`config.mk`:
```
export PLATFORM = sky130hd
export DESIGN_NAME = nds_dmareq_sched
export DESIGN_NICKNAME = d
export VERILOG_FILES = /design/src/rtl/nds_dmareq_pkg.sv /design/src/rtl/nds_dmareq_sync.sv /design/src/rtl/nds_dmareq_sched.sv
export SDC_FILE = /design/constraint.sdc
export NUM_CORES = 1
export LEC_CHECK = 0
export ABC_AREA = 1
export BUFFER_PORTS_ARGS = -buffer_cell sky130_fd_sc_hd__clkbuf_2
export CORE_MARGIN = 2
export CORE_UTILIZATION = 45
export CTS_CLUSTER_SIZE = 24
export DETAILED_ROUTE_END_ITERATION = 7
export PLACE_DENSITY = 0.78
export SYNTH_ARGS = -nofsm -noshare
export SYNTH_HDL_FRONTEND = slang
export SYNTH_HIERARCHICAL = 1
export SYNTH_SLANG_ARGS = --single-unit
```
`constraint.sdc`:
```
create_clock -name b_clk -period 1.8 [get_ports b_clk]
set_input_delay 0.09 -clock b_clk [delete_from_list [all_inputs] [get_ports b_clk]]
set_output_delay 0.09 -clock b_clk [all_outputs]
set_load 0.01 [all_outputs]
```
`src/rtl/nds_dmareq_pkg.sv`:
```
// Shared FSM encoding and grant-ID width helper for the DMA request scheduler.
package nds_dmareq_pkg;

  typedef enum logic [1:0] {
    IDLE = 2'd0,
    GNT  = 2'd1,
    BUSY = 2'd2
  } state_e;

  function automatic int id_width(input int n);
    return (n < 2) ? 1 : $clog2(n);
  endfunction

endpackage

```
`src/rtl/nds_dmareq_sync.sv`:
```
// Two-flop synchronizer for one asynchronous peripheral request line.
module nds_dmareq_sync (
  input  logic b_clk,
  input  logic b_reset_n,
  input  logic a_in,
  output logic s_out
);

  logic meta;

  always_ff @(posedge b_clk or negedge b_reset_n) begin
    if (!b_reset_n) begin
      meta  <= 1'b0;
      s_out <= 1'b0;
    end else begin
      meta  <= a_in;
      s_out <= meta;
    end
  end

endmodule

```
`src/rtl/nds_dmareq_sched.sv`:
```
// Round-robin DMA request scheduler: synchronizes peripheral requests, offers one
// grant at a time to the DMA core and returns a four-phase acknowledge per channel.
module nds_dmareq_sched
  import nds_dmareq_pkg::*;
#(
  parameter int NUM_CH = 4,
  parameter int ID_W   = id_width(NUM_CH)
) (
  input  logic              b_clk,
  input  logic              b_reset_n,
  input  logic [NUM_CH-1:0] a_req,
  input  logic [NUM_CH-1:0] b_ch_en,
  output logic              b_gnt_valid,
  output logic [ID_W-1:0]   b_gnt_id,
  input  logic              b_gnt_ready,
  input  logic              b_xfer_done,
  output logic [NUM_CH-1:0] b_ack
);

  logic [NUM_CH-1:0] s_req, elig, rot;
  logic [ID_W-1:0]   rr_ptr, pick;
  logic              any_elig;
  state_e            state;

  for (genvar i = 0; i < NUM_CH; i++) begin : g_sync
    nds_dmareq_sync u_sync (
      .b_clk     (b_clk),
      .b_reset_n (b_reset_n),
      .a_in      (a_req[i]),
      .s_out     (s_req[i])
    );
  end

  assign elig     = s_req & b_ch_en & ~b_ack;
  assign any_elig = |elig;
  // Rotate so bit 0 is the channel just after rr_ptr; lowest set bit wins.
  assign rot      = NUM_CH'({elig, elig} >> (int'(rr_ptr) + 1));

  always_comb begin
    pick = '0;
    for (int k = NUM_CH - 1; k >= 0; k--)
      if (rot[k]) pick = ID_W'((int'(rr_ptr) + 1 + k) % NUM_CH);
  end

  always_ff @(posedge b_clk or negedge b_reset_n) begin
    if (!b_reset_n) begin
      state       <= IDLE;
      b_gnt_valid <= 1'b0;
      b_gnt_id    <= '0;
      b_ack       <= '0;
      rr_ptr      <= ID_W'(NUM_CH - 1);
    end else begin
      // Release each ack once its request is seen low, regardless of FSM state.
      for (int i = 0; i < NUM_CH; i++)
        if (!s_req[i]) b_ack[i] <= 1'b0;
      case (state)
        IDLE: if (any_elig) begin
          b_gnt_id    <= pick;
          b_gnt_valid <= 1'b1;
          state       <= GNT;
        end
        GNT: if (b_gnt_ready) begin
          b_gnt_valid <= 1'b0;
          state       <= BUSY;
        end else if (!s_req[b_gnt_id] || !b_ch_en[b_gnt_id]) begin
          b_gnt_valid <= 1'b0;
          state       <= IDLE;
        end
        BUSY: if (b_xfer_done) begin
          b_ack[b_gnt_id] <= 1'b1;
          rr_ptr          <= b_gnt_id;
          state           <= IDLE;
        end
        default: begin
          b_gnt_valid <= 1'b0;
          state       <= IDLE;
        end
      endcase
    end
  end

endmodule
```
==> results of run 1 <==
[flip-flops by register name, summed over array words and instances (netlist names)]
name and count:
b_ack 4, g_sync.u_sync/meta 4, g_sync.u_sync/s_out 4, b_gnt_id 2, rr_ptr 2, state 2, b_gnt_valid 1
[repair_timing]
action | in CTS | in global routing
buffers inserted | 0 | 0
hold endpoints to repair | 22 | 0
hold buffers | 6 | 0
[cells in the mapped netlist, drive strengths merged]
library cell / number / area [um^2]
a22o: 1 / 8.760
a211oi: 1 / 7.510
inv: 13 / 53.80
a21oi: 1 / 5.000
o31ai: 1 / 7.510
nand4: 1 / 6.260
buf: 1 / 11.26
xnor2: 1 / 8.760
o21ai: 7 / 35.03
dfstp: 2 / 52.55
o211ai: 1 / 7.510
nand3: 12 / 75.07
nor2: 14 / 75.07
dfrtp: 17 / 425.4
nand2: 49 / 211.5
a32o: 1 / 10.01
nor3: 1 / 10.01
[power by group]
part           switching, mW  leakage, nW  total, mW  internal, mW
clock network          0.124       0.0150      0.210        0.0860
logic                  0.471        0.378      0.769         0.298
registers              0.159        0.232      0.701         0.542
total                  0.754        0.625       1.68         0.926
[stage by stage]
| stage | total power, mW | std cells | hold WS (ns) | util |
|---|---|---|---|---|
| 5_1_grt | 1.856 | 179 | 0.05587 | 0.5582 |
| 3_3_place_gp | 1.433 | 169 | 0.05789 | 0.5185 |
| 4_1_cts | 1.686 | 179 | 0.05425 | 0.5582 |
| 3_5_place_dp | 1.465 | 169 | 0.06535 | 0.5185 |
| 2_1_floorplan | 1.277 | 124 | -0.2056 | - |
| 6_report | 1.679 | 179 | 0.06070 | 0.5582 |
[layout by cell type (no fill, tap or decap), drive strengths merged]
master and instances:
clkbuf 22, xnor2 1, nand4 1, a32o 1, inv 13, o21ai 7, dfrtp 17, a21oi 1
nand3 12, nand2 49, dfstp 2, dlygate4sd3 6, nor2 14, o31ai 1, a211oi 1, o211ai 1
nor3 1, a22o 1
[kinds of logic (layout without fill, tap and decap cells)]
kind of cell / after synthesis / count (layout) / share of synthesized area
xor+xnor: 1 / 1 / 0.008665
flops: 19 / 19 / 0.4728
buf+inv: 14 / 41 / 0.06435
compound gates: 13 / 13 / 0.08045
simple gates: 77 / 77 / 0.3738
[area by class of cell]
class                      count  area share
clock buffer                   4     0.02169
tap                           28     0.02893
sequential                    19      0.3946
multi-input combinational     91      0.3864
timing repair buffer          24      0.1240
inverter                      13     0.04442
[tightest hold or removal path, cell delays in order]
cell and delay (ns):
clkbuf_2 0.09, nand3_1 0.07, o31ai_1 0.06
[per-layer routing]
layer / up-vias / part of all wire / wire length [um] / track usage
li1: 448 / - / - / -
met1: 403 / 0.45 / 927 / 0.2364
met2: 20 / 0.50 / 1016 / 0.3291
met3: 4 / 0.036 / 73 / 0.02924
met4: 0 / 0.014 / 29 / 0.07456
met5: - / 0 / 0 / 0
[worst paths after layout]
path | from | endpoint | slack, ns | depth (start not counted)
max reg2reg | rr_ptr[0] | b_gnt_id[1] | 0.36 | 11
min | b_gnt_ready | state[1] | 0.06 | 3
min in group asynchronous | b_reset_n | b_gnt_id[1] | 0.27 | 2
max in group asynchronous | b_reset_n | rr_ptr[1] | 1.17 | 2
max | rr_ptr[0] | b_gnt_id[1] | 0.36 | 11
min reg2reg | g_sync[2].u_sync/meta | g_sync[2].u_sync/s_out | 0.36 | 0
==> results.yml, run 1 <==
sta:
  fin_setup_tns_ns: 0
  final_max_slew_viol_count: 0
  tightestPinTransition_ns: 0.4690
  clock-skew-final_ns: 0.006120
  slew_headroom: 0.6873
  layout_setup_ws_ns: 0.3600
  layout_min_cycle_time_ns: 1.440
  grt_setup_unrepaired: "false"
  final-hold-violation-count: 0
  min_period_over_period: 0.8000
  setup_violations: 0
  clock.fmax_mhz: 694.4
cells_and_area:
  nets_final: 164
  areaGrowthSynthToFinish_pct: 19.80
  antenna_cells_inserted: 0
  post_route_cells_drive_above_1_share: 0.3179
  area.sequential_um2: 478.0
  fillers: 214
  multiInputGateArea_um2: 467.9
  design_area_mm2: 0.001211
floorplanning:
  die-height_um: 51.40
  num_io_pins: 19
  floorplan.core_area_mm2: 0.002170
  placement_rows: 17
  effective_utilization_at_floorplan: 0.4660
  die_area_mm2: 0.002642
  die_w_um: 51.40
clocking:
  ctsResizeCount: 0
  cts_tree: "built"
  cts_inserted_buffers: 3
  clkTransAtPathRegs_ns: 0.11
  cts_sinks: 19
  clock-root-buffer: "clkbuf_4"
  clk_latency_ns: 0.29
  clock_tree.buffer_depth: 2
  htreeDepth: 1
setup_path:
  critical_path.slowest_cell: "dfstp_2"
  path_cells: "inv_6 -> nand2_2 -> nand2_2 -> nand2_2 -> nand2_2 -> inv_2 -> nand2_2 -> nor2_2 -> nand2_1 -> nand2_1 -> nand2_1"
  endpoint_kind: "flip-flop"
  timing.setup.critical_path_class: "reg2reg"
  startpoint_type: "flip-flop"
  cp_max_fo: 10
  worstPathBufferInverterCount: 2
  cp_slowest_stage_delay_ns: 0.68
  critical_path_required_ns: 1.99
  timing.critical_path.arrival_ns: 1.63
  timing.critical_path.max_delay_family: "flip-flops"
  critical-path-top-cell-by-count: "nand2_2"
place:
  dp.final_hpwl_um: 1603
  globalplace.congestion: 0.9609
  pre_cts_ws_ns: 0.3694
  placement.io_buffers: 18
  post_dp_cell_area_mm2: 0.001125
global_route:
  first_global_vias: 870
  grt_antenna_before_repair: 0
  gr-usage-all-layers: 0.1903
  grt_first_pass_wirelength_um: 3808
  residual_overflow_from_global_routing: 0
  largest_net_degree_at_the_start_of_global_routing: 20
logic_synthesis:
  syn-mean-instance-area_um2: 8.153
  synthesis.area_mm2: 0.001011
  yosys.cell_types.count: 24
  synthesis.nets: 136
  synthCells: 124
  ys_seq_area_frac: 0.4728
  yosysWarnings: 6
  postSynthRegisterBits: 19
route:
  route.final.wire_length_um: 2047
  drt_pass1_iterations: 4
  antenna_violating_nets_post_route: 0
  vias_per_cell: 4.888
  vias: 875
  drc_errors: 0
  drt_iter0_markers: 38
  detail_route.wl_per_cell_um: 11.44
min_path:
  worst_hold_path_type: "in2reg"
pwr:
  total_leakage_power_nw: 0.6250
  power_density_mw_per_mm2: 1387
  peakVddDrop_mv: 0.9874
job:
  maxCapViolCount: 0
run_status:
  status: "finished, final reports clean"
(Power assumes the default switching activity.)
==> inputs of run 2 (changes only) <==
Settings changed: PLACE_DENSITY 0.78 to 0.8.
Clock period 1.8 ns to 1.3 ns, I/O delays scaled along.
==> run 2 against run 1 <==
The flow now finishes with violations (negative setup slack). Combinational power is 61% higher. Utilization up 2.5 points. Non-clock buffer count up 7. Register-to-register slack lost 0.46 ns. Largest cell class unchanged.
==> results.yml, run 2 (synthesis gave the netlist of run 1 again) <==
global_route:
  largest_net_degree_at_the_start_of_global_routing: 20
  grt_antenna_before_repair: 0
  first_global_vias: 884
  residual_overflow_from_global_routing: 0
  gr-usage-all-layers: 0.1925
  grt_first_pass_wirelength_um: 3705
place:
  placement.io_buffers: 18
  pre_cts_ws_ns: -0.06593
  post_dp_cell_area_mm2: 0.001170
  placedCellCount: 175
  globalplace.congestion: 0.8750
  dp.final_hpwl_um: 1690
cells_and_area:
  design_area_mm2: 0.001265
  post_route_cells_drive_above_1_share: 0.3544
  most_used_cells_in_the_layout_excluding_fill_and_tap_cells: "nand2_1, clkbuf_2, dfrtp_1"
  post_route_insts_no_fill: 186
  antenna_cells_inserted: 0
  multiInputGateArea_um2: 467.9
  fillers: 207
  nets_final: 171
  biggestRegsByFlops: "b_ack: 4 flops, g_sync.u_sync/meta: 4 flops, g_sync.u_sync/s_out: 4 flops"
  area.sequential_um2: 478.0
  final_common_cell: "nand2_1"
  areaGrowthSynthToFinish_pct: 25.12
setup_path:
  startpoint_type: "flip-flop"
  worstReg2RegEnd: "b_gnt_id[0]"
  cp_max_fo: 10
  ff2ff_path_depth: 9
  endpoint_kind: "flip-flop"
  cp_slowest_stage_delay_ns: 0.65
  critical_path.slowest_cell: "dfstp_2"
  path_cells: "inv_6 -> o21ai_1 -> nand3_1 -> nand2_2 -> nor2_2 -> nor2_1 -> nor2_2 -> nand2_1 -> nand2_1"
  timing.critical_path.arrival_ns: 1.61
  reg2reg_setup_slack_ns: -0.1
  crit-reg2reg-launch: "rr_ptr[0]"
  timing.setup.critical_path_class: "reg2reg"
  critical_path_required_ns: 1.51
route:
  drt_pass1_iterations: 4
  vias_per_cell: 5.059
  antenna_violating_nets_post_route: 0
  detail_route.wl_per_cell_um: 11.53
  drc_errors: 0
  drt_iter0_markers: 16
  vias: 941
  route.final.wire_length_um: 2145
sta:
  layout_min_cycle_time_ns: 1.396
  final_max_slew_viol_count: 0
  layout_setup_ws_ns: -0.09554
  slew_headroom: 0.6859
  min_period_over_period: 1.073
  tightestPinTransition_ns: 0.4711
  clock-skew-final_ns: 0.005761
  final-hold-violation-count: 0
  fin_setup_tns_ns: -0.1718
  clock.fmax_mhz: 716.6
  grt_setup_unrepaired: "true"
  setup_violations: 2
min_path:
  worstHoldEndpoint: "state[1]"
  whs_path_depth: 3
  hp-start: "b_gnt_ready"
  worst_hold_path_type: "in2reg"
clocking:
  htreeDepth: 1
  clock_tree.buffer_depth: 2
  cts_tree: "built"
  clock-root-buffer: "clkbuf_4"
  clkTransAtPathRegs_ns: 0.11
  cts_inserted_buffers: 3
  ctsResizeCount: 0
  cts_sinks: 19
  clk_latency_ns: 0.31
floorplanning:
  die_w_um: 51.40
  num_io_pins: 19
  die_area_mm2: 0.002642
  effective_utilization_at_floorplan: 0.4660
  floorplan.core_area_mm2: 0.002170
  placement_rows: 17
  die-height_um: 51.40
pwr:
  total_leakage_power_nw: 0.6613
  peakVddDrop_mv: 1.202
  power_density_mw_per_mm2: 1964
  power_mw: 2.484
run_status:
  status: "finished with violations"
  violations: "negative setup slack"
job:
  maxCapViolCount: 0
## run 2: changes by cell type in the layout (fill, tap and decap cells not counted), sizes merged
cell / previous run / this run
buf: 0 / 7
clkbuf: 22 / 21
clkinv: 0 / 1
## run 2: area by class of cell
| type | instances | share of cell area |
|---|---|---|
| Clock buffer | 3 | 0.01780 |
| Clock inverter | 1 | 0.003956 |
| Inverter | 13 | 0.04253 |
| Multi-Input combinational cell | 91 | 0.3699 |
| Sequential cell | 19 | 0.3778 |
| Tap cell | 28 | 0.02770 |
| Timing Repair Buffer | 31 | 0.1602 |
## run 2: timing repair
| action | CTS | global route |
|---|---|---|
| hold endpoints to repair | 22 | 0 |
| endpoints found under the setup margin | 2 | 3 |
| cloned | 0 | 0 |
| pin swaps | 0 | 0 |
| setup buffers | 1 | 0 |
| hold buffers | 6 | 0 |
## run 2: critical path, delay by kind of cell, from the launching register on
family                 cells  cell delay, ns
AOI/OAI and AO/OA          1            0.09
buffers and inverters      1            0.07
DFF                        1            0.65
and+or+nand+nor            7            0.49
## run 2: worst max-delay path by stage
stage          slack [ns]           to  startpoint  depth (start not counted)
2_1_floorplan       0.002  b_gnt_id[1]   rr_ptr[0]                         12
6_report             -0.1  b_gnt_id[0]   rr_ptr[0]                          9
4_1_cts             -0.08  b_gnt_id[0]   rr_ptr[0]                          9
3_5_place_dp        -0.07  b_gnt_id[0]   rr_ptr[0]                          9
5_1_grt             -0.21  b_gnt_id[0]   rr_ptr[0]                         10
3_3_place_gp        -0.02  b_gnt_id[1]   rr_ptr[0]                         11
## run 2: metal layers
layer / up-vias / global-route usage / share of wire
met4: 0 / 0.09211 / 0.024
met5: - / 0 / 0
met3: 6 / 0.02632 / 0.037
met1: 441 / 0.2302 / 0.43
met2: 29 / 0.3376 / 0.51
li1: 465 / - / -
## run 2: report_power, final
part,internal (mW),total (mW),switching (mW)
Sequential,0.749,0.936,0.187
Combinational,0.532,1.24,0.707
Clock,0.115,0.309,0.194
Total,1.40,2.48,1.09
## run 2: per-stage QoR
stage / util / hold WS [ns]
after floorplan: - / -0.2306
after global placement: 0.5392 / 0.03198
after detailed placement: 0.5392 / 0.03820
after CTS: 0.5830 / 0.01216
after global routing: 0.5830 / 0.04229
final: 0.5830 / 0.01550
==> inputs of run 3 (changes only) <==
Clock period 1.3 ns to 1.1 ns, I/O delays scaled along.
==> run 3 against run 2 <==
The flow still finishes with violations (negative setup slack). Die area stayed put. Hold slack improved by 0.0073 ns. Sequential power rose by 16%. Wire length up 29%. Via count increased by 6.3%. First-iteration DRC count is 110% higher. Setup slack worse by 0.21 ns. Total power up 40%. Non-clock buffer count is 17 higher. Clock skew hardly changed. Fmax shrank 0.44%. Register-to-register slack got worse by 0.21 ns. Largest power group unchanged.
==> results.yml, run 3 (synthesis gave the netlist of run 1 again) <==
sta:
  slew_headroom: 0.7011
  layout_min_cycle_time_ns: 1.402
  final-hold-violation-count: 0
  fin_setup_tns_ns: -1.086
  min_period_over_period: 1.274
  tightestPinTransition_ns: 0.4483
  setup_violations: 6
  fin_worst_hold_slack_ns: 0.02276
  layout_setup_ws_ns: -0.3017
  clock-skew-final_ns: 0.005775
  clock.fmax_mhz: 713.4
  grt_setup_unrepaired: "true"
  final_max_slew_viol_count: 0
setup_path:
  reg2reg_setup_slack_ns: -0.30
  crit-reg2reg-launch: "rr_ptr[0]"
  critical_path.slowest_cell: "dfstp_2"
  path_cells: "buf_4 -> nand2_2 -> nand3_2 -> nand2_2 -> nor2_2 -> nor2_2 -> nor2_2 -> nand2_1 -> nand2_1"
  critical_path_required_ns: 1.35
  cp_slowest_stage_delay_ns: 0.62
  timing.critical_path.arrival_ns: 1.65
  worstReg2RegEnd: "b_gnt_id[0]"
  cp_max_fo: 6
  endpoint_kind: "flip-flop"
  critical-path-top-cell-by-count: "nor2_2"
  timing.setup.critical_path_class: "reg2reg"
  worstPathBufferInverterCount: 1
  startpoint_type: "flip-flop"
  ff2ff_path_depth: 9
  timing.critical_path.max_delay_family: "flip-flops"
clocking:
  clock_tree.buffer_depth: 2
  clk_latency_ns: 0.30
  cts_sinks: 19
  clkTransAtPathRegs_ns: 0.10
  cts_inserted_buffers: 3
  clock-root-buffer: "clkbuf_4"
  cts_tree: "built"
  htreeDepth: 1
floorplanning:
  floorplan.core_area_mm2: 0.002170
  die_area_mm2: 0.002642
  die-height_um: 51.40
  die_w_um: 51.40
  placement_rows: 17
  effective_utilization_at_floorplan: 0.4660
  num_io_pins: 19
cells_and_area:
  post_layout_utilization_of_the_core: 0.6661
  biggestRegsByFlops: "b_ack: 4 flops, g_sync.u_sync/meta: 4 flops, g_sync.u_sync/s_out: 4 flops"
  antenna_cells_inserted: 0
  post_route_insts_no_fill: 203
  areaGrowthSynthToFinish_pct: 42.95
  post_route_cells_drive_above_1_share: 0.4629
  most_used_cells_in_the_layout_excluding_fill_and_tap_cells: "nand2_1, buf_4, clkbuf_2"
  multiInputGateArea_um2: 504.2
  final_common_cell: "nand2_1"
  nets_final: 188
  design_area_mm2: 0.001445
  fillers: 170
  area.sequential_um2: 479.2
run_status:
  violations: "negative setup slack"
  status: "finished with violations"
global_route:
  grt_first_pass_wirelength_um: 3939
  largest_net_degree_at_the_start_of_global_routing: 20
  first_global_vias: 937
  residual_overflow_from_global_routing: 0
  grt_antenna_before_repair: 0
  gr-usage-all-layers: 0.2100
place:
  placement.io_buffers: 18
  post_dp_cell_area_mm2: 0.001257
  placedCellCount: 186
  pre_cts_ws_ns: -0.3348
  dp.final_hpwl_um: 1748
  globalplace.congestion: 0.8534
route:
  drt_pass1_iterations: 4
  antenna_violating_nets_post_route: 0
  drt_iter0_markers: 33
  vias_per_cell: 4.926
  vias: 1000
  drc_errors: 0
  detail_route.wl_per_cell_um: 13.60
  route.final.wire_length_um: 2761
min_path:
  worstHoldEndpoint: "state[1]"
  hp-start: "b_gnt_ready"
  worst_hold_path_type: "in2reg"
  whs_path_depth: 3
pwr:
  power_mw: 3.470
  peakVddDrop_mv: 1.732
  power_density_mw_per_mm2: 2401
  total_leakage_power_nw: 0.7474
job:
  maxCapViolCount: 0
-- run 3: report_power, final --
part           leakage [nW]  internal (mW)  switching (mW)
Combinational         0.502          0.962            1.07
Sequential            0.230          0.887           0.208
Clock                0.0150          0.142           0.207
-- run 3: routing by layer --
layer  wire length (um)  GRT usage  up-vias  part of all wire
met5                  0          0        -                 0
met1               1161     0.2476      472              0.42
li1                   -          -      497                 -
met3                 95    0.02632        6             0.034
met2               1439     0.3654       25              0.52
met4                 63     0.1184        0             0.023
-- run 3: worst max path at each step --
| stage | slack [ns] | depth (start not counted) | start | end |
|---|---|---|---|---|
| finish | -0.30 | 9 | rr_ptr[0] | b_gnt_id[0] |
| global route | -0.40 | 9 | rr_ptr[0] | b_gnt_id[0] |
| CTS | -0.29 | 10 | rr_ptr[0] | b_gnt_id[0] |
| detailed placement | -0.33 | 9 | rr_ptr[0] | b_gnt_id[0] |
| global placement | -0.31 | 9 | rr_ptr[0] | b_gnt_id[0] |
| floorplan | -0.20 | 10 | rr_ptr[0] | b_gnt_id[0] |
-- run 3: repair_timing --
item / CTS / global route
buffers inserted: 3 / 4
pin swaps: 1 / 6
hold buffers: 6 / 0
setup endpoints to repair: 7 / 10
gates cloned: 0 / 0
resized for setup: 4 / 16
hold endpoints to repair: 22 / 0
-- run 3: cell type report --
class / instances / area share
clock buffer: 4 / 0.01818
multi-input combinational: 91 / 0.3489
tap: 28 / 0.02424
inverter: 13 / 0.03896
sequential: 19 / 0.3316
timing repair buffer: 48 / 0.2381
-- run 3: tightest hold or removal path, stage by stage --
cell and delay, ns:
clkbuf_2 0.10, nand3_1 0.08, o31ai_1 0.06
